## src/rtl/angle_recover_q21.sv

```systemverilog
// Vectoring-mode CORDIC: turns a (cos, sin) Q1.23 pair into an angle in [0, 2*pi)
// (Q3.21) and an unscaled magnitude (Q2.23, includes the CORDIC gain K).
module angle_recover_q21 #(
    parameter int N_ITER = 21,
    parameter int GUARD  = 3
) (
    input  logic        clk,
    input  logic        rst,
    input  logic        in_valid,
    output logic        in_ready,
    input  logic [23:0] cos_in,
    input  logic [23:0] sin_in,
    output logic        out_valid,
    input  logic        out_ready,
    output logic [23:0] theta_out,
    output logic [24:0] mag_out,
    output logic [1:0]  o_dbg_state
);

    localparam int W  = 24 + GUARD;
    localparam int ZW = 26;
    localparam int IW = 5;

    localparam logic signed [ZW-1:0] C_2PI     = 26'sd13176795;
    localparam logic signed [ZW-1:0] C_PI      = 26'sd6588397;
    localparam logic signed [W-1:0]  C_MAG_MAX = W'(2**25 - 1);

    // Handshakes: a transfer happens on a rising edge where valid and ready are
    // both high; valid never drops and data never changes while waiting for ready.
    typedef enum logic [1:0] {
        S_IDLE = 2'd0,
        S_ROT  = 2'd1,
        S_DONE = 2'd2
    } state_t;

    // atan(2^-i) in Q3.21, rounded to nearest.
    function automatic logic signed [ZW-1:0] atan_q21(input logic [IW-1:0] idx);
        case (idx)
            5'd0:    return 26'sd1647099;
            5'd1:    return 26'sd972340;
            5'd2:    return 26'sd513757;
            5'd3:    return 26'sd260791;
            5'd4:    return 26'sd130902;
            5'd5:    return 26'sd65515;
            5'd6:    return 26'sd32765;
            5'd7:    return 26'sd16384;
            5'd8:    return 26'sd8192;
            5'd9:    return 26'sd4096;
            5'd10:   return 26'sd2048;
            5'd11:   return 26'sd1024;
            5'd12:   return 26'sd512;
            5'd13:   return 26'sd256;
            5'd14:   return 26'sd128;
            5'd15:   return 26'sd64;
            5'd16:   return 26'sd32;
            5'd17:   return 26'sd16;
            5'd18:   return 26'sd8;
            5'd19:   return 26'sd4;
            5'd20:   return 26'sd2;
            5'd21:   return 26'sd1;
            default: return '0;
        endcase
    endfunction

    state_t                 r_state;
    state_t                 w_state_nxt;
    logic signed [W-1:0]    r_x;
    logic signed [W-1:0]    r_y;
    logic signed [ZW-1:0]   r_z;
    logic [IW-1:0]          r_iter;
    logic                   r_zero;
    logic [23:0]            r_theta;
    logic [24:0]            r_mag;
    logic                   r_out_valid;

    logic signed [W-1:0]    w_cos_ext;
    logic signed [W-1:0]    w_sin_ext;
    logic signed [W-1:0]    w_x_sh;
    logic signed [W-1:0]    w_y_sh;
    logic signed [ZW-1:0]   w_atan;
    logic                   w_last;
    logic [23:0]            w_theta;
    logic [24:0]            w_mag;

    assign in_ready    = (r_state == S_IDLE);
    assign out_valid   = r_out_valid;
    assign theta_out   = r_theta;
    assign mag_out     = r_mag;
    assign o_dbg_state = r_state;

    assign w_cos_ext = {{GUARD{cos_in[23]}}, cos_in};
    assign w_sin_ext = {{GUARD{sin_in[23]}}, sin_in};
    assign w_x_sh    = r_x >>> r_iter;
    assign w_y_sh    = r_y >>> r_iter;
    assign w_atan    = atan_q21(r_iter);
    // ROT lasts N_ITER+1 cycles: the extra one folds z into [0, 2*pi) and
    // registers the outputs.
    assign w_last    = (r_iter == IW'(N_ITER));

    always_comb begin
        w_state_nxt = r_state;
        case (r_state)
            S_IDLE:  if (in_valid)  w_state_nxt = S_ROT;
            S_ROT:   if (w_last)    w_state_nxt = S_DONE;
            S_DONE:  if (out_ready) w_state_nxt = S_IDLE;
            default: w_state_nxt = S_IDLE;
        endcase
    end

    always_comb begin
        w_theta = 24'(r_z);
        if (r_zero) begin
            w_theta = '0;
        end else if (r_z[ZW-1]) begin
            w_theta = 24'(r_z + C_2PI);
        end else if (r_z >= C_2PI) begin
            w_theta = 24'(r_z - C_2PI);
        end
    end

    always_comb begin
        w_mag = r_x[24:0];
        if (r_x[W-1]) begin
            w_mag = '0;
        end else if (r_x > C_MAG_MAX) begin
            w_mag = '1;
        end
    end

    always_ff @(posedge clk) begin
        if (rst) begin
            r_state     <= S_IDLE;
            r_x         <= '0;
            r_y         <= '0;
            r_z         <= '0;
            r_iter      <= '0;
            r_zero      <= 1'b0;
            r_theta     <= '0;
            r_mag       <= '0;
            r_out_valid <= 1'b0;
        end else begin
            r_state <= w_state_nxt;
            case (r_state)
                S_IDLE: begin
                    if (in_valid) begin
                        // Left half-plane: rotate by pi first so the
                        // micro-rotations only need to cover +/- pi/2.
                        if (cos_in[23]) begin
                            r_x <= -w_cos_ext;
                            r_y <= -w_sin_ext;
                            r_z <= C_PI;
                        end else begin
                            r_x <= w_cos_ext;
                            r_y <= w_sin_ext;
                            r_z <= '0;
                        end
                        r_zero <= (cos_in == 24'd0) && (sin_in == 24'd0);
                        r_iter <= '0;
                    end
                end
                S_ROT: begin
                    if (w_last) begin
                        r_theta     <= w_theta;
                        r_mag       <= w_mag;
                        r_out_valid <= 1'b1;
                    end else begin
                        if (!r_y[W-1]) begin
                            r_x <= r_x + w_y_sh;
                            r_y <= r_y - w_x_sh;
                            r_z <= r_z + w_atan;
                        end else begin
                            r_x <= r_x - w_y_sh;
                            r_y <= r_y + w_x_sh;
                            r_z <= r_z - w_atan;
                        end
                        r_iter <= r_iter + 5'd1;
                    end
                end
                S_DONE: begin
                    if (out_ready) begin
                        r_out_valid <= 1'b0;
                    end
                end
                default: begin
                    r_out_valid <= 1'b0;
                end
            endcase
        end
    end

endmodule
```

## config.mk

```make
export PLATFORM = sky130hd
export DESIGN_NAME = angle_recover_q21
export DESIGN_NICKNAME = d
export VERILOG_FILES = /design/src/rtl/angle_recover_q21.sv
export SDC_FILE = /design/constraint.sdc
export NUM_CORES = 1
export LEC_CHECK = 0
export ABC_AREA = 1
export BUFFER_PORTS_ARGS = -buffer_cell sky130_fd_sc_hd__buf_2
export CORE_MARGIN = 10
export CORE_UTILIZATION = 36
export DETAILED_ROUTE_END_ITERATION = 12
export MAX_ROUTING_LAYER = met4
export PLACE_DENSITY = 0.49
export SLEW_MARGIN = 20
export SYNTH_ARGS = -nofsm -noshare
export SYNTH_HDL_FRONTEND = slang
export SYNTH_SLANG_ARGS = --single-unit
```

## constraint.sdc

```tcl
create_clock -name clk -period 6.54 [get_ports clk]
set_input_delay 1.308 -clock clk [delete_from_list [all_inputs] [get_ports clk]]
set_output_delay 1.308 -clock clk [all_outputs]
set_load 0.02 [all_outputs]
```

## After elaboration in Yosys (flattened, before gate mapping)

Memories as Yosys holds them, arrays and structs flattened. A register that Yosys moved wholly into a read port is not among the register bits.
Cells that the tools add are included.

- Equal/unequal tests: 7
- $add $sub $neg: 11
- Div/mod/pow operators: 0
- Shift operators: 2
- Reductions and logical operators: 10
- Multiplexer cells: 32
- $mul: 0
- Bitwise operators: 1
- Magnitude comparators: 2

Operator list:

| cell | count |
|---|---|
| $mux 27 | 8 |
| $pmux 27 s2 | 2 |
| $mux 26 | 3 |
| $mux 24 | 3 |
| $add 27x27->27 | 2 |
| $neg 24->27 | 2 |
| $sshr 27x5->27 | 2 |
| $sub 27x27->27 | 2 |
| $pmux 26 s2 | 1 |
| $mux 25 | 2 |
| $logic_not 24->1 | 2 |
| $gt 27x26->1 const B | 1 |
| $add 26x26->26 | 1 |
| $ge 26x25->1 const B | 1 |
| $sub 26x26->26 | 1 |
| $add 24x23->24 const B | 1 |
| $sub 24x23->24 const B | 1 |
| $mux 23 | 1 |
| $mux 5 | 4 |
| $pmux 5 s2 | 1 |
| $reduce_and 3->1 | 3 |
| $ne 2x2->1 const B | 4 |
| $mux 2 | 3 |
| $pmux 2 s3 | 1 |
| 11 further kinds | 13 |

- Latch bits: 0
- Bits in read-only memories: 672
- Output and inout port bits: 53
- Memories kept: 1
- Bits in writable memories: 0
- Bits in registers: 138
- Word-level logic and storage cells: 75
- Input port bits: 52

Memory list:

| name | words | bits a word | rd ports | clocked after memory_dff | wr ports | RTL line | source |
|---|---|---|---|---|---|---|---|
| (name not given) | 32 | 21 | 1 | 1 | 0 | 38 | `case (idx)` |

## Longest topological paths before layout

- Depth in word-level cells: 5
- Mapped depth: 38
- Mapped depth without buffers: 37

## Worst setup path before layout

OpenSTA, ideal clock, no wires.

- Kind: register -> register
- Start point: register r_iter[0]
- End point: register r_x[20]
- Data arrival time: 3.907 ns
- Period minus slack after synthesis: 4.037 ns
- Setup slack: 2.503 ns
- Setup time: 0.130 ns
- Cell stages (with the launch flop): 27
- Buffers on the path: 1
- Data required time: 6.410 ns
- Cell sequence: dfxtp_1 inv_2 buf_6 nand2_1 and2_2 nand2_1 nand3_1 nand3_1 o21a_1 o21ai_2 ha_1 inv_1 nor2_2 nand3_2 nor2_4 nand2_1 nand2_1 o21ai_0 ha_1 nand2_1 nor4_1 a21oi_1 o21ai_0 a21boi_0 or2_2 nand3_1 a31oi_1

- Word-level cells in the longest chain between the ends: 5
- Elaborated cells on any way between the ends: 9
- Those cells by class: 2 x add/sub; 2 x eq/ne; 1 x shift; 3 x mux; 1 x reduce/logical

Ends and longest elaborated chain:

| what | RTL line | source |
|---|---|---|
| start: declaration | 70 | `logic [IW-1:0] r_iter;` |
| start signal: assignment | 176 | `r_iter <= r_iter + 5'd1;` |
| $sshr 27x5->27 | 94 | `assign w_y_sh = r_y >>> r_iter;` |
| $add 27x27->27 or $sub 27x27->27 (tied branches) | 168, 172 |  |
| $mux 27 | 167 | `if (!r_y[W-1]) begin` |
| $mux 27 | 162 | `if (w_last) begin` |
| $pmux 27 s2 | 143 | `case (r_state)` |
| end signal: assignment | 149 | `r_x <= -w_cos_ext;` |
| end signal: assignment | 168 | `r_x <= r_x + w_y_sh;` |
| end signal: assignment | 172 | `r_x <= r_x - w_y_sh;` |
| end: declaration | 67 | `logic signed [W-1:0] r_x;` |

Parallel ways exist; a longest one is shown, timed or not. The select of a mux whose other input is x is not followed.
A chain may end at the register's enable or synchronous reset.

## Final worst setup path

- Start point: register r_iter[0]
- End point: register r_y[26]

- Word-level cells in the longest chain between the ends: 5
- Elaborated cells on any way between the ends: 9
- Those cells by class: 2 x add/sub; 2 x eq/ne; 1 x shift; 3 x mux; 1 x reduce/logical

Ends and longest elaborated chain:

| what | RTL line | source |
|---|---|---|
| $sshr 27x5->27 | 93 | `assign w_x_sh = r_x >>> r_iter;` |
| $sub 27x27->27 or $add 27x27->27 (tied branches) | 169, 173 |  |
| $mux 27 | 167 |  |
| $mux 27 | 162 |  |
| $pmux 27 s2 | 143 |  |
| end signal: assignment | 150 | `r_y <= -w_sin_ext;` |
| end signal: assignment | 169 | `r_y <= r_y - w_x_sh;` |
| end signal: assignment | 173 | `r_y <= r_y + w_x_sh;` |
| end: declaration | 68 | `logic signed [W-1:0] r_y;` |

Parallel ways exist; a longest one is shown, timed or not. The select of a mux whose other input is x is not followed.

==> impl_summary.log <==
INFO  metric yosys.area.top_type = sky130_fd_sc_hd__dfxtp_1
INFO  metric critical_path.endpoint_type = register
INFO  metric synth-xor-area-share = 3.83%
INFO  metric top_level_ports = 105
INFO  metric multiplexer_area_fraction_after_synthesis = 0%
INFO  metric critPathLaunchType = register
INFO  metric setup-tns-final = 0 ns
INFO  metric clock_net_sink_count = 159
INFO  metric netlist.area_leader.share = 18.6%
INFO  metric worst_max_slew_pin_slew = 1.04 ns
INFO  metric final-seq-area = 0.00319 mm2
INFO  metric wirelength = 66.9 mm
INFO  metric cts_tree = done
INFO  metric die_w = 238 um
INFO  metric clock_tree.buffer_depth = 2
INFO  metric pwr_density_cell = 275 mW/mm2
INFO  metric final_max_slew_viol_count = 0
INFO  metric worst-endpoint-arrival = 5.79 ns
INFO  metric clk_transition_reported_paths = 0.07 ns
INFO  metric io_buffers = 104
INFO  metric drt_first_pass_iters = 5
INFO  metric count_of_flip_flops_with_a_built_in_enable_after_synthesis = 0
INFO  metric setup-violations-final = 0
INFO  metric postSynth.asyncResetShare = 0%
INFO  metric synthesis.nets = 3,060
INFO  metric globalRoute.totalOverflow = 0
INFO  metric status = complete, no violations
INFO  metric synth_top_family_by_area = simple AND/OR/NAND/NOR gates
INFO  metric area_used_by_multi_input_combinational_logic = 0.0124 mm2
INFO  metric grt_usage = 24.0%
INFO  metric cts_post_setup_buffers_inserted = 0
INFO  metric path_class = reg2reg
INFO  metric netlist_top_cells_count = 763 x sky130_fd_sc_hd__nand2_1, 322 x sky130_fd_sc_hd__nand3_1, 285 x sky130_fd_sc_hd__a21oi_1, 247 x sky130_fd_sc_hd__o21ai_0, 235 x sky130_fd_sc_hd__inv_1
INFO  metric fp.coreArea = 0.0469 mm2
INFO  metric syn2layout_area_growth = 8.25%
INFO  metric fillCellCount = 5,247
INFO  metric fin_worst_hold_slack = 0.462 ns
INFO  metric wl_per_cell = 18.9 um
INFO  metric drcViolationCount = 0
INFO  metric cts_resized = 0
INFO  metric slew_headroom = 30.3%
INFO  metric postLayoutSetupSlackWorst = 1.12 ns
INFO  metric dieArea = 0.0568 mm2
INFO  metric ant_nets = 0
INFO  metric synth_compound_area_share = 23.4%
INFO  metric maxCapViolCount = 0
INFO  metric syn-instance-count = 2,910
INFO  metric crit_path_slowest_cell = sky130_fd_sc_hd__inv_2
INFO  metric grt_setup_unrepaired = no
INFO  metric min_period = 5.42 ns
INFO  metric ys.flop_type = sky130_fd_sc_hd__dfxtp_1
INFO  metric cts_stage_hold_buffer_count = 0
INFO  metric detailroute.via_count = 19,459
INFO  metric irDropWorstVdd = 0.150 mV
INFO  metric tritoncts_buffers = 17
INFO  metric path_delay_family = simple AND/OR/NAND/NOR gates
INFO  metric layout.nets = 3,072
INFO  metric max_clock_freq = 0.184 GHz
INFO  metric gp_routability_congestion = 0.932
INFO  metric syn_avg_cell_area = 5.89 um2
INFO  metric critical_path.max_fanout = 53
INFO  metric grt_first_pass_wirelength = 105 mm
INFO  metric final_layout_size_suffix_gt1_share = 9.51%
INFO  metric synthesis.area = 0.0171 mm2
INFO  metric cp_num_buf_inv = 4
INFO  metric path_common_cell = sky130_fd_sc_hd__nand2_1
INFO  metric clk_root_buffer_cell = sky130_fd_sc_hd__clkbuf_16
INFO  metric synth_seq_cells = 159
INFO  metric die_outline_height = 238 um
INFO  metric post_synthesis_share_of_cell_area_spent_on_full_adders_half_adders_and_majority_gates = 7.28%
INFO  metric clock_tree.htree_level_count = 4
INFO  metric cpPeakStageDelay = 0.70 ns
INFO  metric yosys-top-cells-area = sky130_fd_sc_hd__dfxtp_1 19%, sky130_fd_sc_hd__nand2_1 17%, sky130_fd_sc_hd__nand3_1 9.4%
INFO  metric yosysWarningCount = 0
INFO  metric via_count_normalized_by_instance_count = 5.49
INFO  metric clkLatencyLatePin = 0.50 ns
INFO  metric synth_seq_area_share = 18.6%
INFO  metric first_iter_violations = 1,652
INFO  metric first_global_vias = 18,185
INFO  metric num_rows = 79
INFO  metric insertedDiodeCount = 0
INFO  metric timing.clock.skew = 0.0124 ns
INFO  metric most_frequently_used_cell_type_in_the_post_synthesis_netlist = sky130_fd_sc_hd__nand2_1
INFO  metric dpl_worst_slack = 1.12 ns
INFO  metric antenna_found_initial = 0
INFO  metric start_util = 36.6%
INFO  metric final-hold-violation-count = 0
INFO  metric hold_path_class = reg2reg
INFO  metric synth.distinct_cells = 61
INFO  metric power.leakage = 0.00879 uW
INFO  metric synthSimpleGateAreaFrac = 37.4%
INFO  metric worst-endpoint-required = 6.90 ns
INFO  metric final_min_period_over_clock_period = 82.9%
INFO  metric dp_hpwl = 52.0 mm
INFO  metric grt_max_degree = 63
==> per-layer routing <==
metal	vias up	part of all wire (%)	track usage [%]
li1	9856	-	-
met1	9019	49	32.8
met2	516	42	34.8
met3	68	6.5	4.01
met4	0	2.7	8.29
met5	-	0	-
==> worst paths after layout <==
path / start / to / slack, ns / cells past startpoint
setup / recovery: r_iter[0] / r_y[26] / 1.12 / 30
hold / removal: mag_out[15] / mag_out[15] / 0.46 / 2
setup reg to reg: r_iter[0] / r_y[26] / 1.12 / 30
hold reg to reg: mag_out[15] / mag_out[15] / 0.46 / 2
==> area by class of cell <==
cell class / count / share of cell area [%]
timing repair buffer: 130 / 3.86
clock inverter: 13 / 0.795
tap: 607 / 4.09
clock buffer: 19 / 2.39
inverter: 253 / 5.14
multi-input combinational: 2361 / 66.6
sequential: 159 / 17.2
==> power breakdown <==
part           total [uW]  internal (uW)  switching, uW
Clock                1050            548            502
Sequential           1210           1060            156
Combinational        2830            928           1900
Total                5100           2530           2560
==> stage by stage <==
step,util (%),total power [uW],cells,cell area [um2]
floorplan,-,3280,2910,17100
global placement,38.4,4010,3510,18000
detailed placement,38.4,4030,3510,18000
CTS,39.6,5110,3542,18600
global route,39.6,5550,3542,18600
finish,39.6,5100,3542,18600
==> flip-flops by register name, indices dropped and copies added (netlist names) <==
| name | flops |
|---|---|
| mag_out | 25 |
| r_z | 26 |
| r_zero | 1 |
| out_valid | 1 |
| r_iter | 5 |
| o_dbg_state | 2 |
| theta_out | 24 |
| r_x | 27 |
| w_atan | 21 |
| r_y | 27 |
==> worst min-delay path, cell delays in order, from the launching register on <==
cell	delay, ns
sky130_fd_sc_hd__dfxtp_1	0.31
sky130_fd_sc_hd__nand2_1	0.06
sky130_fd_sc_hd__a21oi_1	0.05
==> kinds of logic (layout without fill, tap and decap cells) <==
group                      Yosys count  count (layout)
AOI/OAI and AO/OA                  718             718
xor gates and xnor gates            75              75
adders and majority gates           98              98
buffers and inverters              390             415
DFF                                159             159
and+or+nand+nor                   1470            1470
==> placed cells by master (no fill, tap or decap), types with 10 or more instances in the layout <==
| cell type | netlist | layout |
|---|---|---|
| sky130_fd_sc_hd__buf_2 | 37 | 104 |
| sky130_fd_sc_hd__nor3_1 | 29 | 29 |
| sky130_fd_sc_hd__o211ai_1 | 23 | 23 |
| sky130_fd_sc_hd__ha_1 | 95 | 95 |
| sky130_fd_sc_hd__inv_2 | 13 | 14 |
| sky130_fd_sc_hd__o21ai_1 | 28 | 28 |
| sky130_fd_sc_hd__nand3_2 | 14 | 14 |
| sky130_fd_sc_hd__a221oi_1 | 11 | 11 |
| sky130_fd_sc_hd__nor2_1 | 219 | 218 |
| sky130_fd_sc_hd__nand2_1 | 763 | 762 |
| sky130_fd_sc_hd__o21a_1 | 11 | 11 |
| sky130_fd_sc_hd__o31ai_1 | 10 | 10 |
| sky130_fd_sc_hd__nand4_1 | 22 | 22 |
| sky130_fd_sc_hd__or2_2 | 20 | 20 |
| sky130_fd_sc_hd__inv_1 | 235 | 234 |
| sky130_fd_sc_hd__xnor2_1 | 30 | 30 |
| sky130_fd_sc_hd__o21ai_2 | 16 | 16 |
| sky130_fd_sc_hd__a21o_1 | 10 | 10 |
| sky130_fd_sc_hd__buf_4 | 11 | 26 |
| sky130_fd_sc_hd__a21oi_1 | 285 | 285 |
| sky130_fd_sc_hd__nor4_1 | 15 | 15 |
| sky130_fd_sc_hd__nand2_2 | 20 | 21 |
| sky130_fd_sc_hd__xor2_1 | 45 | 45 |
| sky130_fd_sc_hd__dfxtp_1 | 159 | 156 |
| sky130_fd_sc_hd__a31oi_1 | 32 | 32 |
| sky130_fd_sc_hd__o21ai_0 | 247 | 247 |
| sky130_fd_sc_hd__nand3_1 | 322 | 322 |
| sky130_fd_sc_hd__clkbuf_16 | 0 | 17 |
Power figures use the tool's default switching activity.
